### src/rtl/udp_pkg.sv
// Shared types for the UDP receive path: header layout, parser states, sizes.
package udp_pkg;

  localparam int unsigned UDP_HDR_BYTES = 8;
  localparam int unsigned UDP_FIELD_W   = 16;

  // Field order matches wire order, so a 64-bit big-endian capture casts directly.
  typedef struct packed {
    logic [UDP_FIELD_W-1:0] src_port;
    logic [UDP_FIELD_W-1:0] dst_port;
    logic [UDP_FIELD_W-1:0] length;
    logic [UDP_FIELD_W-1:0] checksum;
  } udp_hdr_t;

  typedef enum logic [1:0] {
    IDLE,
    HEADER,
    PAYLOAD,
    DRAIN
  } udp_parse_state_e;

endpackage

### src/rtl/byte_out_reg.sv
// Single-entry valid/ready output register carrying one data word plus a last flag.
module byte_out_reg #(
  parameter int unsigned DATA_W = 8
) (
  input  logic              clk,
  input  logic              rst_n,
  input  logic              push,
  input  logic [DATA_W-1:0] push_data,
  input  logic              push_last,
  output logic              ready_c,
  output logic [DATA_W-1:0] m_data,
  output logic              m_valid,
  output logic              m_last,
  input  logic              m_ready
);

  // The caller only pushes while ready_c is high, so a held word is never overwritten.
  assign ready_c = !m_valid || m_ready;

  always_ff @(posedge clk or negedge rst_n) begin
    if (!rst_n) begin
      m_valid <= 1'b0;
      m_data  <= '0;
      m_last  <= 1'b0;
    end else if (push) begin
      m_valid <= 1'b1;
      m_data  <= push_data;
      m_last  <= push_last;
    end else if (m_ready) begin
      m_valid <= 1'b0;
    end
  end

endmodule

### src/rtl/udp_header_parser.sv
// Strips the 8-byte UDP header from a byte stream, forwards the payload and
// drives the downstream payload counter, flagging length and truncation errors.
module udp_header_parser
  import udp_pkg::*;
#(
  parameter logic [15:0] MAX_UDP_LEN = 16'd1480
) (
  input  logic        clk,
  input  logic        rst_n,
  input  logic [7:0]  s_data,
  input  logic        s_valid,
  input  logic        s_last,
  output logic        s_ready,
  output logic [7:0]  m_data,
  output logic        m_valid,
  output logic        m_last,
  input  logic        m_ready,
  output logic [15:0] src_port,
  output logic [15:0] dst_port,
  output logic [15:0] udp_length,
  output logic [15:0] checksum,
  output logic        hdr_valid,
  output logic        counter_rst,
  output logic        counter_enable,
  output logic        err_len,
  output logic        err_trunc
);

  localparam int unsigned HDR_BYTES = UDP_HDR_BYTES;
  localparam int unsigned IDX_W     = $clog2(HDR_BYTES);
  localparam int unsigned SHIFT_W   = (HDR_BYTES - 1) * 8;

  udp_parse_state_e   state_q, state_d;
  logic [IDX_W-1:0]   idx_q, idx_d;
  logic [15:0]        rem_q, rem_d;
  logic [SHIFT_W-1:0] shift_q, shift_d;
  udp_hdr_t           hdr_q, hdr_d, hdr_full_c;
  logic               hdr_valid_d, counter_rst_d, err_len_d, err_trunc_d;
  logic               accept_c, out_ready_c, push_c, push_last_c, len_ok_c;

  assign s_ready        = (state_q == PAYLOAD) ? out_ready_c : 1'b1;
  assign accept_c       = s_valid && s_ready;
  assign counter_enable = accept_c && (state_q == PAYLOAD);
  assign push_c         = counter_enable;
  assign push_last_c    = (rem_q == 16'd1) || s_last;

  // Header bytes 0-6 sit in the shift register; byte 7 completes it combinationally.
  assign hdr_full_c = udp_hdr_t'({shift_q, s_data});
  assign len_ok_c   = (hdr_full_c.length >= 16'(HDR_BYTES)) &&
                      (hdr_full_c.length <= MAX_UDP_LEN);

  assign src_port   = hdr_q.src_port;
  assign dst_port   = hdr_q.dst_port;
  assign udp_length = hdr_q.length;
  assign checksum   = hdr_q.checksum;

  byte_out_reg #(
    .DATA_W (8)
  ) u_out (
    .clk       (clk),
    .rst_n     (rst_n),
    .push      (push_c),
    .push_data (s_data),
    .push_last (push_last_c),
    .ready_c   (out_ready_c),
    .m_data    (m_data),
    .m_valid   (m_valid),
    .m_last    (m_last),
    .m_ready   (m_ready)
  );

  always_ff @(posedge clk or negedge rst_n) begin
    if (!rst_n) begin
      state_q     <= IDLE;
      idx_q       <= '0;
      rem_q       <= '0;
      shift_q     <= '0;
      hdr_q       <= '0;
      hdr_valid   <= 1'b0;
      counter_rst <= 1'b0;
      err_len     <= 1'b0;
      err_trunc   <= 1'b0;
    end else begin
      state_q     <= state_d;
      idx_q       <= idx_d;
      rem_q       <= rem_d;
      shift_q     <= shift_d;
      hdr_q       <= hdr_d;
      hdr_valid   <= hdr_valid_d;
      counter_rst <= counter_rst_d;
      err_len     <= err_len_d;
      err_trunc   <= err_trunc_d;
    end
  end

  always_comb begin
    state_d       = state_q;
    idx_d         = idx_q;
    rem_d         = rem_q;
    shift_d       = shift_q;
    hdr_d         = hdr_q;
    hdr_valid_d   = 1'b0;
    counter_rst_d = 1'b0;
    err_len_d     = 1'b0;
    err_trunc_d   = 1'b0;

    unique case (state_q)
      IDLE: begin
        if (accept_c) begin
          shift_d = {shift_q[SHIFT_W-9:0], s_data};
          if (s_last) begin
            err_trunc_d = 1'b1;
          end else begin
            state_d = HEADER;
            idx_d   = IDX_W'(1);
          end
        end
      end

      HEADER: begin
        if (accept_c) begin
          shift_d = {shift_q[SHIFT_W-9:0], s_data};
          if (idx_q == IDX_W'(HDR_BYTES - 1)) begin
            hdr_d         = hdr_full_c;
            hdr_valid_d   = 1'b1;
            counter_rst_d = 1'b1;
            idx_d         = '0;
            if (!len_ok_c) begin
              err_len_d = 1'b1;
              state_d   = s_last ? IDLE : DRAIN;
            end else if (hdr_full_c.length == 16'(HDR_BYTES)) begin
              err_len_d = !s_last;
              state_d   = s_last ? IDLE : DRAIN;
            end else if (s_last) begin
              // Header promises payload but the frame ended on its last byte.
              err_trunc_d = 1'b1;
              state_d     = IDLE;
            end else begin
              rem_d   = hdr_full_c.length - 16'(HDR_BYTES);
              state_d = PAYLOAD;
            end
          end else if (s_last) begin
            err_trunc_d = 1'b1;
            idx_d       = '0;
            state_d     = IDLE;
          end else begin
            idx_d = idx_q + IDX_W'(1);
          end
        end
      end

      PAYLOAD: begin
        if (accept_c) begin
          rem_d = rem_q - 16'd1;
          if (rem_q == 16'd1) begin
            err_len_d = !s_last;
            state_d   = s_last ? IDLE : DRAIN;
          end else if (s_last) begin
            err_trunc_d = 1'b1;
            rem_d       = '0;
            state_d     = IDLE;
          end
        end
      end

      DRAIN: begin
        if (accept_c && s_last) begin
          state_d = IDLE;
        end
      end

      default: state_d = IDLE;
    endcase
  end

endmodule

### config.mk
export PLATFORM = sky130hd
export DESIGN_NAME = udp_header_parser
export DESIGN_NICKNAME = d
export VERILOG_FILES = /design/src/rtl/udp_pkg.sv /design/src/rtl/byte_out_reg.sv /design/src/rtl/udp_header_parser.sv
export SDC_FILE = /design/constraint.sdc
export NUM_CORES = 1
export LEC_CHECK = 0
export BUFFER_PORTS_ARGS = -buffer_cell sky130_fd_sc_hd__buf_4
export CORE_ASPECT_RATIO = 1.5
export CORE_MARGIN = 2
export CORE_UTILIZATION = 57
export CTS_CLUSTER_DIAMETER = 40
export CTS_CLUSTER_SIZE = 24
export DETAILED_ROUTE_END_ITERATION = 10
export PLACE_DENSITY = 0.9
export SLEW_MARGIN = 10
export SYNTH_ARGS = -nofsm -noshare
export SYNTH_HDL_FRONTEND = slang
export SYNTH_HIERARCHICAL = 1
export SYNTH_SLANG_ARGS = --single-unit
### constraint.sdc
create_clock -name clk -period 3 [get_ports clk]
set_input_delay 0.15 -clock clk [delete_from_list [all_inputs] [get_ports clk]]
set_output_delay 0.15 -clock clk [all_outputs]
set_load 0.01 [all_outputs]
=== Word-level counts from Yosys, hierarchy flattened ===
Cells that the tools add are included.

* Logic and storage cells: 102
* Input bits: 13
* Bits in registers: 154

* Multiplexer cells: 50
* Reduce and logical (&&, ||, !) cells: 18
* Order comparisons: 2
* Add/subtract/negate cells: 3
* Equality and inequality tests: 15

{| class="wikitable"
|+ Operators with widths
! cell !! count
|-
| 16-bit two-way mux || 8
|-
| 16-bit one-hot mux with 2 select lines || 1
|-
| 2-bit two-way mux || 12
|-
| 1-bit two-way mux || 20
|-
| 2-bit != test, second input constant || 9
|-
| 16-bit by 1-bit equality test with 1-bit output, second input constant || 1
|-
| 16-bit by 4-bit equality test with 1-bit output, second input constant || 1
|-
| 16-bit by 4-bit >= comparator with 1-bit output, second input constant || 1
|-
| 16-bit by 11-bit <= comparator with 1-bit output, second input constant || 1
|-
| 16-bit by 1-bit subtractor with 16-bit output, second input constant || 1
|-
| 16-bit by 4-bit subtractor with 16-bit output, second input constant || 1
|-
| 3-bit two-way mux || 5
|-
| 2-bit one-hot mux with 4 select lines || 1
|-
| 7-bit AND reduction || 1
|-
| 3-bit one-hot mux with 2 select lines || 1
|-
| 2-bit nonzero test || 3
|-
| 5-bit AND reduction || 1
|-
| 2-bit equality test, second input constant || 2
|-
| 1-bit logical AND || 4
|-
| 4-bit AND reduction || 1
|-
| 3-bit by 1-bit adder with 3-bit output, second input constant || 1
|-
| 3-bit equality test, second input constant || 1
|-
| 1-bit one-hot mux with 3 select lines || 1
|-
| 3-bit AND reduction || 1
|-
| 7 further kinds || 9
|}

=== Depth between registers and ports, before layout ===
Gate-level depths: netlist of the first run.

* Depth in word-level cells: 7
* Mapped depth: 10

=== Modules after synthesis ===
The synthesis of the first run kept the hierarchy.

{| class="wikitable"
|+ Modules (own cells, without submodules)
! module !! area an instance (um^2) !! cells each !! times used
|-
| udp_header_parser || 6,281.0 || 504 || 1
|-
| byte_out_reg || 409.1 || 22 || 1
|}

=== Worst setup path after synthesis of the first run ===
Ideal clock, no wire load.

* Path kind: register -> register
* From: register state_q[0]
* To: register hdr_q, in the netlist checksum[15]
* Required time: 2.875 ns
* Cell stages (with the launch flop): 10
* Arrival: 2.360 ns
* Period minus slack after synthesis: 2.485 ns
* Path buffers: 3
* Slack: 0.515 ns
* Cells stage by stage: dfrtp_1 inv_1 ha_1 nand2b_1 and2_1 clkbuf_1 nand3_1 clkbuf_1 buf_1 mux2_2

* Word-level cells in the longest chain between the ends: 4

{| class="wikitable"
|+ Ends and longest elaborated chain
! what !! line !! RTL
|-
| start: declaration || udp_header_parser.sv:33 || <nowiki>udp_parse_state_e state_q, state_d;</nowiki>
|-
| start signal: assignment || udp_header_parser.sv:84 || <nowiki>state_q <= state_d;</nowiki>
|-
| 2-bit equality test || udp_header_parser.sv:41 || <nowiki>assign s_ready = (state_q == PAYLOAD) ? out_ready_c : 1'b1;</nowiki>
|-
| 1-bit two-way mux || udp_header_parser.sv:41 ||
|-
| via s_ready || udp_header_parser.sv:13 || <nowiki>output logic s_ready,</nowiki>
|-
| 1-bit logical AND || udp_header_parser.sv:42 || <nowiki>assign accept_c = s_valid && s_ready;</nowiki>
|-
| 3-bit AND reduction (no line) || n/a ||
|-
| end signal: assignment || udp_header_parser.sv:88 || <nowiki>hdr_q <= hdr_d;</nowiki>
|-
| end: declaration || udp_header_parser.sv:37 || <nowiki>udp_hdr_t hdr_q, hdr_d, hdr_full_c;</nowiki>
|}

The timed path passes the listed nets, and every way through them passes these cells.
A chain may end at the register's enable or synchronous reset.

=== Worst setup path after layout of the first run ===
* From: register state_q[0]
* To: register rem_q[4]

* Word-level cells in the longest chain between the ends: 5

{| class="wikitable"
|+ Ends and longest elaborated chain
! what !! line !! RTL
|-
| 2-bit equality test || udp_header_parser.sv:41, udp_header_parser.sv:107 ||
|-
| 1-bit two-way mux || udp_header_parser.sv:41 ||
|-
| 1-bit logical AND || udp_header_parser.sv:42 ||
|-
| 2-bit != test (no line) || n/a ||
|-
| 7-bit AND reduction (no line) || n/a ||
|-
| end signal: assignment || udp_header_parser.sv:86 || <nowiki>rem_q <= rem_d;</nowiki>
|-
| end: declaration || udp_header_parser.sv:35 || <nowiki>logic [15:0] rem_q, rem_d;</nowiki>
|}

Parallel ways exist; a longest one is shown, timed or not.

==> results of run 1 <==
## report_power, final
| part | leakage (uW) | internal [uW] | switching, uW |
|---|---|---|---|
| combinational | 0.00172 | 1130 | 949 |
| clock | 0.000290 | 1340 | 862 |
| sequential | 0.00201 | 2720 | 636 |
| total | 0.00402 | 5190 | 2450 |
## final cells by class
class | count | share of cell area [%]
clock buffers | 19 | 5.37
clock inverters | 13 | 2.02
inverters | 15 | 0.683
multi-input cells | 323 | 32.2
flip-flops and latches | 154 | 46.7
well taps | 150 | 2.28
repair buffers | 111 | 10.7
## stage by stage
stage	std cells	hold slack, ns	total power [uW]
2_1_floorplan	526	-0.146	4500
3_3_place_gp	744	0.271	5220
3_5_place_dp	744	0.289	5380
4_1_cts	785	0.00926	7650
5_1_grt	785	0.0239	8000
6_report	785	0.0236	7630
## layout by cell type (no fill, tap or decap), types with 3 or more instances in the layout
master,count
mux2_2,115
dfrtp_1,154
a32oi_1,4
nor3b_1,4
clkbuf_16,17
clkinvlp_4,3
ha_1,10
xor2_1,4
o21ai_0,38
inv_1,15
a22oi_1,3
a31oi_1,5
a21oi_1,23
nand3_1,4
buf_4,99
inv_6,3
nand2_1,23
nand2b_1,6
xnor2_1,5
nor3_1,8
mux2_4,9
nor2_1,24
nor4_1,5
dlygate4sd3_1,9
bufinv_16,3
## cell usage after synthesis, drive strengths merged, types with 2 or more instances
cell type	number
dfrtp	154
xnor2	5
nor3	8
a32oi	4
a221o	2
a22oi	3
nand2b	6
and2	3
nor4	6
buf	9
nand3	5
a22o	2
or3	2
inv	15
ha	10
nand2	23
nand4	2
o21ai	40
mux2	124
nor4b	2
nor2	24
a31oi	5
clkbuf	25
xor2	4
a21oi	23
nor3b	4
o22ai	2
## worst max-delay path: stages (launching register included)
cell	delay [ns]
dfrtp_1	0.42
inv_1	0.08
ha_1	0.22
nand2b_1	0.14
and2_1	0.35
nand3_4	0.28
o32a_1	0.44
buf_4	0.23
o21ai_0	0.28
o21ai_0	0.13
## worst min path at each step
stage | endpoint | slack, ns | depth (start not counted)
5_1_grt | err_trunc | 0.02 | 3
3_3_place_gp | src_port[0] | 0.27 | 1
2_1_floorplan | checksum[0] | -0.15 | 0
6_report | err_trunc | 0.02 | 3
4_1_cts | err_trunc | 0.009 | 3
3_5_place_dp | src_port[0] | 0.29 | 1
## flip-flops by register name, summed over array words and instances, names as in the netlist
name and count:
src_port 16, rem_q 16, u_out/m_valid 1, err_len 1, dst_port 16, udp_length 16, u_out/m_data 8, counter_rst 1
u_out/m_last 1, idx_q 3, err_trunc 1, shift_q 56, checksum 16, state_q 2
## per-layer routing
layer	up-vias	GRT usage, %	share of wire, %
li1	2065	-	-
met4	0	11.4	2.8
met5	-	0	0
met3	36	5.45	4.1
met2	164	46.1	56
met1	2320	30.3	38
## cell families after synthesis
family / Yosys count / synth area share [%]
AND/OR/NAND/NOR: 92 / 7.16
flip-flops: 154 / 57.6
XOR/XNOR: 9 / 1.18
adder cells (fa/ha/maj): 10 / 1.87
buffers and inverters: 49 / 3.10
multiplexers: 125 / 21.5
AO/OA/AOI/OAI: 87 / 7.56
==> run_results.csv, run 1 <==
group,metric,value,unit
sta,skew,0.00781,ns
cells_and_area,multi_input_area,0.00265,mm2
cts,cts.clk_slew.worst_paths,0.06,ns
sta,fin_tns_setup,0,ns
synth,synth-seq-cells,154,
cells_and_area,ff_latch_area,0.00385,mm2
placement,io_buffers,92,
worst_setup_path,reg2reg_to,"rem_q[4]",
sta,tightestPinTransition,0.833,ns
floorplanning,io_pins,93,
detailed_routing,antenna_left,0,
cts,cts_buffers,17,
power_and_ir_drop,pwr_density_cell,926,mW/mm2
worst_setup_path,critPathRequiredTime,3.28,ns
min_path,hp-start,"s_last",
detailed_routing,finalWirelength,15500,um
power_and_ir_drop,p_leak,0.00402,uW
synth,syn-num-nets,549,
sta,slew_headroom,44.5,%
cts,root_buffer,"clkbuf_16",
global_route,grt_pass1_vias,4776,
synth,yosysWarnings,6,
cells_and_area,antennaDiodeCount,0,
sta,fin_crit_sh,89.8,%
sta,fmax,0.371,GHz
cts,holdBufCountCts,9,
detailed_routing,post_drt_wl_per_cell,19.7,um
synth,syn_avg_cell_area,12.7,um2
sta,rsz0062_at_grt,"false",
worst_setup_path,crit_path_end_kind,"flop",
worst_setup_path,reg2reg_from,"state_q[0]",
power_and_ir_drop,ir_worst_vdd,0.604,mV
cts,clk_latency,0.42,ns
sta,timing.final.hold_violations,0,
sta,layout_min_cycle_time,2.69,ns
synth,synthFlopType,"dfrtp_1",
cells_and_area,finish.utilization,71.9,%
floorplanning,initial_core_util,58.3,%
sta,finalMaxSlewViolations,0,
cts,ctsHtreeMaxLevel,4,
cells_and_area,fillCellCount,713,
worst_setup_path,critPathCapture,"rem_q[4]",
cells_and_area,nNetsFinal,645,
synth,synth-edff-count,0,
worst_setup_path,cp.arrival,2.98,ns
cells_and_area,synthToLayoutAreaGrowth,23.2,%
detailed_routing,drt_pass1_iterations,5,
global_route,grt_start_max_net_pins,93,
global_route,grt_pass1_wl,25100,um
cells_and_area,layout-drive-gt1-share,41.1,%
floorplanning,die_y,137,um
synth,synth_area_leader_cell,"dfrtp_1",
placement,place_area,0.00754,mm2
floorplanning,core,0.0115,mm2
synth,syn_area,0.00669,mm2
worst_setup_path,crit_type,"flop to flop",
global_route,antenna_found_initial,0,
job,maxCapViolations,0,
detailed_routing,drtIter0Drc,327,
placement,dpl_worst_slack,0.380,ns
cts,clockBufferDepth,2,
floorplanning,dieArea,0.0126,mm2
cts,post_cts_buffers,0,
cts,cts_resized,0,
worst_setup_path,crit_fanout,31,
synth,synth_async_sr_flop_share,100,%
sta,fin_ws,0.307,ns
placement,hpwlAfterDp,9890,um
sta,setup_violations,0,
worst_setup_path,reg2reg_depth,9,
synth,synth.area.top_cells,"dfrtp_1, mux2_2, o21ai_0, mux2_4, ha_1",
detailed_routing,vias,4585,
worst_setup_path,r2r_slack,0.31,ns
status,status,"complete, no violations",
detailed_routing,drcViolationCount,0,
worst_setup_path,cp-startpoint,"state_q[0]",
placement,gp_congestion,0.913,
synth,netlist-cell-type-count,48,
global_route,globalRouteTotalUtil,26.0,%
floorplanning,rows,48,
floorplanning,die_w,92.5,um
detailed_routing,routed_via_density,5.84,
synth,yosysTopAreaCellShare,57.6,%
worst_setup_path,crit_path_start_kind,"flop",
cells_and_area,fin_area,0.00824,mm2
cts,clock-sinks,154,
synth,ys_seq_area_share,57.6,%
global_route,gr-total-overflow,0,
min_path,hold_class,"input pin to flop",
synth,synthCells,526,
cts,cts_tree,"done",
(Power assumes the default switching activity.)
==> run 2: changes to the inputs <==
CTS_BUF_LIST = sky130_fd_sc_hd__clkbuf_16   (was unset)
==> run 2 against run 1 <==
  * Critical path type is now flop to output port
  * Fmax decreased by 2.0%
  * Sequential share of layout area increased by 0.057 points
  * Clock power about the same
  * Largest cell class unchanged
  * Highest routed layer unchanged
==> run_results.csv, run 2 (synthesis gave the netlist of run 1 again) <==
group,metric,value,unit
worst_setup_path,crit_path_start_kind,"flop",
worst_setup_path,r2r_slack,0.31,ns
placement,io_buffers,92,
worst_setup_path,reg2reg_depth,8,
cells_and_area,largest_reg_flops,56,
sta,slew_headroom,44.4,%
power_and_ir_drop,swShare,32.3,%
global_route,grt_start_max_net_pins,93,
sta,fin_ws,0.253,ns
global_route,gr-total-overflow,0,
floorplanning,initial_core_util,58.3,%
cells_and_area,largest-register,"shift_q",
placement,dpl_worst_slack,0.380,ns
cts,clk_latency,0.42,ns
cts,clock-sinks,154,
cts,cts.clk_slew.worst_paths,0.06,ns
detailed_routing,finalWirelength,15600,um
power_and_ir_drop,share_comb_of_total_power,27.2,%
worst_setup_path,crit_fanout,11,
worst_setup_path,reg2reg_from,"state_q[0]",
sta,fin_hold_ws,0.0152,ns
detailed_routing,post_drt_wl_per_cell,19.8,um
global_route,globalRouteTotalUtil,26.1,%
cells_and_area,multi_input_area,0.00265,mm2
cts,cts_tree,"done",
worst_setup_path,cpMostUsedCell,"inv_1",
power_and_ir_drop,power.internal,5160,uW
detailed_routing,vias,4613,
job,maxCapViolations,0,
floorplanning,die_y,137,um
floorplanning,dieArea,0.0126,mm2
worst_setup_path,crit_type,"flop to output port",
power_and_ir_drop,pwr-share-seq,44.2,%
global_route,grt_pass1_wl,25100,um
min_path,whs_endpoint,"err_trunc",
floorplanning,rows,48,
cells_and_area,fillCellCount,714,
detailed_routing,routed_via_density,5.88,
worst_setup_path,max_stage_delay,0.52,ns
global_route,antenna_found_initial,0,
sta,fin_crit_sh,91.6,%
floorplanning,die_w,92.5,um
sta,timing.final.hold_violations,0,
power_and_ir_drop,p_clk_share,28.6,%
cells_and_area,layout-drive-gt1-share,40.9,%
sta,setup_violations,0,
worst_setup_path,path_cells,"inv_1, ha_1, nand2b_1, and2_1, nand2_1, inv_1, buf_4",
cells_and_area,synthToLayoutAreaGrowth,23.1,%
status,status,"complete, no violations",
floorplanning,io_pins,93,
detailed_routing,drtIter0Drc,314,
power_and_ir_drop,pwr_density_cell,925,mW/mm2
sta,layout_min_cycle_time,2.75,ns
sta,tightestPinTransition,0.834,ns
cells_and_area,ff_latch_area,0.00385,mm2
power_and_ir_drop,p_leak,0.00402,uW
worst_setup_path,critPathRequiredTime,2.85,ns
worst_setup_path,crit_path_end_kind,"output port",
cts,cts_buffers,17,
detailed_routing,antenna_left,0,
power_and_ir_drop,ir_worst_vdd,0.580,mV
global_route,grt_pass1_vias,4800,
min_path,hold_class,"input pin to flop",
detailed_routing,drcViolationCount,0,
cells_and_area,final_common_cell,"dfrtp_1",
sta,fin_tns_setup,0,ns
cts,ctsHtreeMaxLevel,4,
worst_setup_path,reg2reg_to,"rem_q[2]",
sta,fmax,0.364,GHz
cts,root_buffer,"clkbuf_16",
cells_and_area,nNetsFinal,645,
min_path,whs_path_depth,3,
placement,hpwlAfterDp,9890,um
worst_setup_path,cp_slowest_cell,"inv_1",
min_path,hp-start,"s_last",
sta,rsz0062_at_grt,"false",
cts,clockBufferDepth,2,
sta,skew,0.00663,ns
placement,gp_congestion,0.913,
cells_and_area,layout_common_cells,"dfrtp_1, mux2_2, buf_4, o21ai_0, nor2_1",
floorplanning,core,0.0115,mm2
cells_and_area,antennaDiodeCount,0,
sta,finalMaxSlewViolations,0,
worst_setup_path,cp.arrival,2.60,ns
detailed_routing,drt_pass1_iterations,5,
power_and_ir_drop,switching_power,2460,uW
-- run 2: layout make-up --
type                       instances  area share, %
inverter                          15          0.684
clock inverter                    15           2.11
timing repair buffer             111           10.7
multi-input combinational        323           32.2
sequential                       154           46.8
tap                              150           2.28
clock buffer                      17           5.17
-- run 2: worst max path at each step --
stage / from / endpoint / slack, ns / depth (start not counted)
2_1_floorplan: state_q[0] / checksum[15] / 0.52 / 9
3_3_place_gp: state_q[0] / rem_q[2] / 0.51 / 8
3_5_place_dp: state_q[0] / rem_q[2] / 0.38 / 8
4_1_cts: state_q[0] / counter_enable / 0.32 / 7
5_1_grt: state_q[0] / rem_q[4] / 0.13 / 9
6_report: state_q[0] / counter_enable / 0.25 / 7
-- run 2: per-stage QoR --
step	util, %	area (um2)	total power (uW)	cells
finish	71.8	8230	7610	785
global route	71.8	8230	7970	785
CTS	71.8	8230	7630	785
detailed placement	65.8	7540	5380	744
global placement	65.8	7540	5220	744
floorplan	-	6690	4500	526
-- run 2: worst max-delay path, delay by kind of cell (launching register included) --
family | cells | cell delay [ns]
fa+ha+maj | 1 | 0.22
buf+inv | 3 | 0.85
flops | 1 | 0.43
simple gates | 3 | 0.68
-- run 2: power by group through the flow --
stage          Combinational [uW]  Clock [uW]  Sequential, uW
2_1_floorplan                1300           0            3200
3_3_place_gp                 1920           0            3300
3_5_place_dp                 2020           0            3360
4_1_cts                      2080        2200            3350
5_1_grt                      2240        2290            3440
6_report                     2070        2180            3360
-- run 2: per-layer routing --
layer / wire length, um / vias up / track usage (%)
met5: 0 / - / 0
met4: 546 / 0 / 12.4
met3: 706 / 44 / 5.56
met2: 8430 / 170 / 45.6
met1: 5880 / 2331 / 30.5
li1: - / 2068 / -
-- run 2: repair_timing --
item	in CTS	in global routing
endpoints found under the hold margin	115	0
setup buffers	0	0
hold buffers	9	0
gates resized for setup	0	0
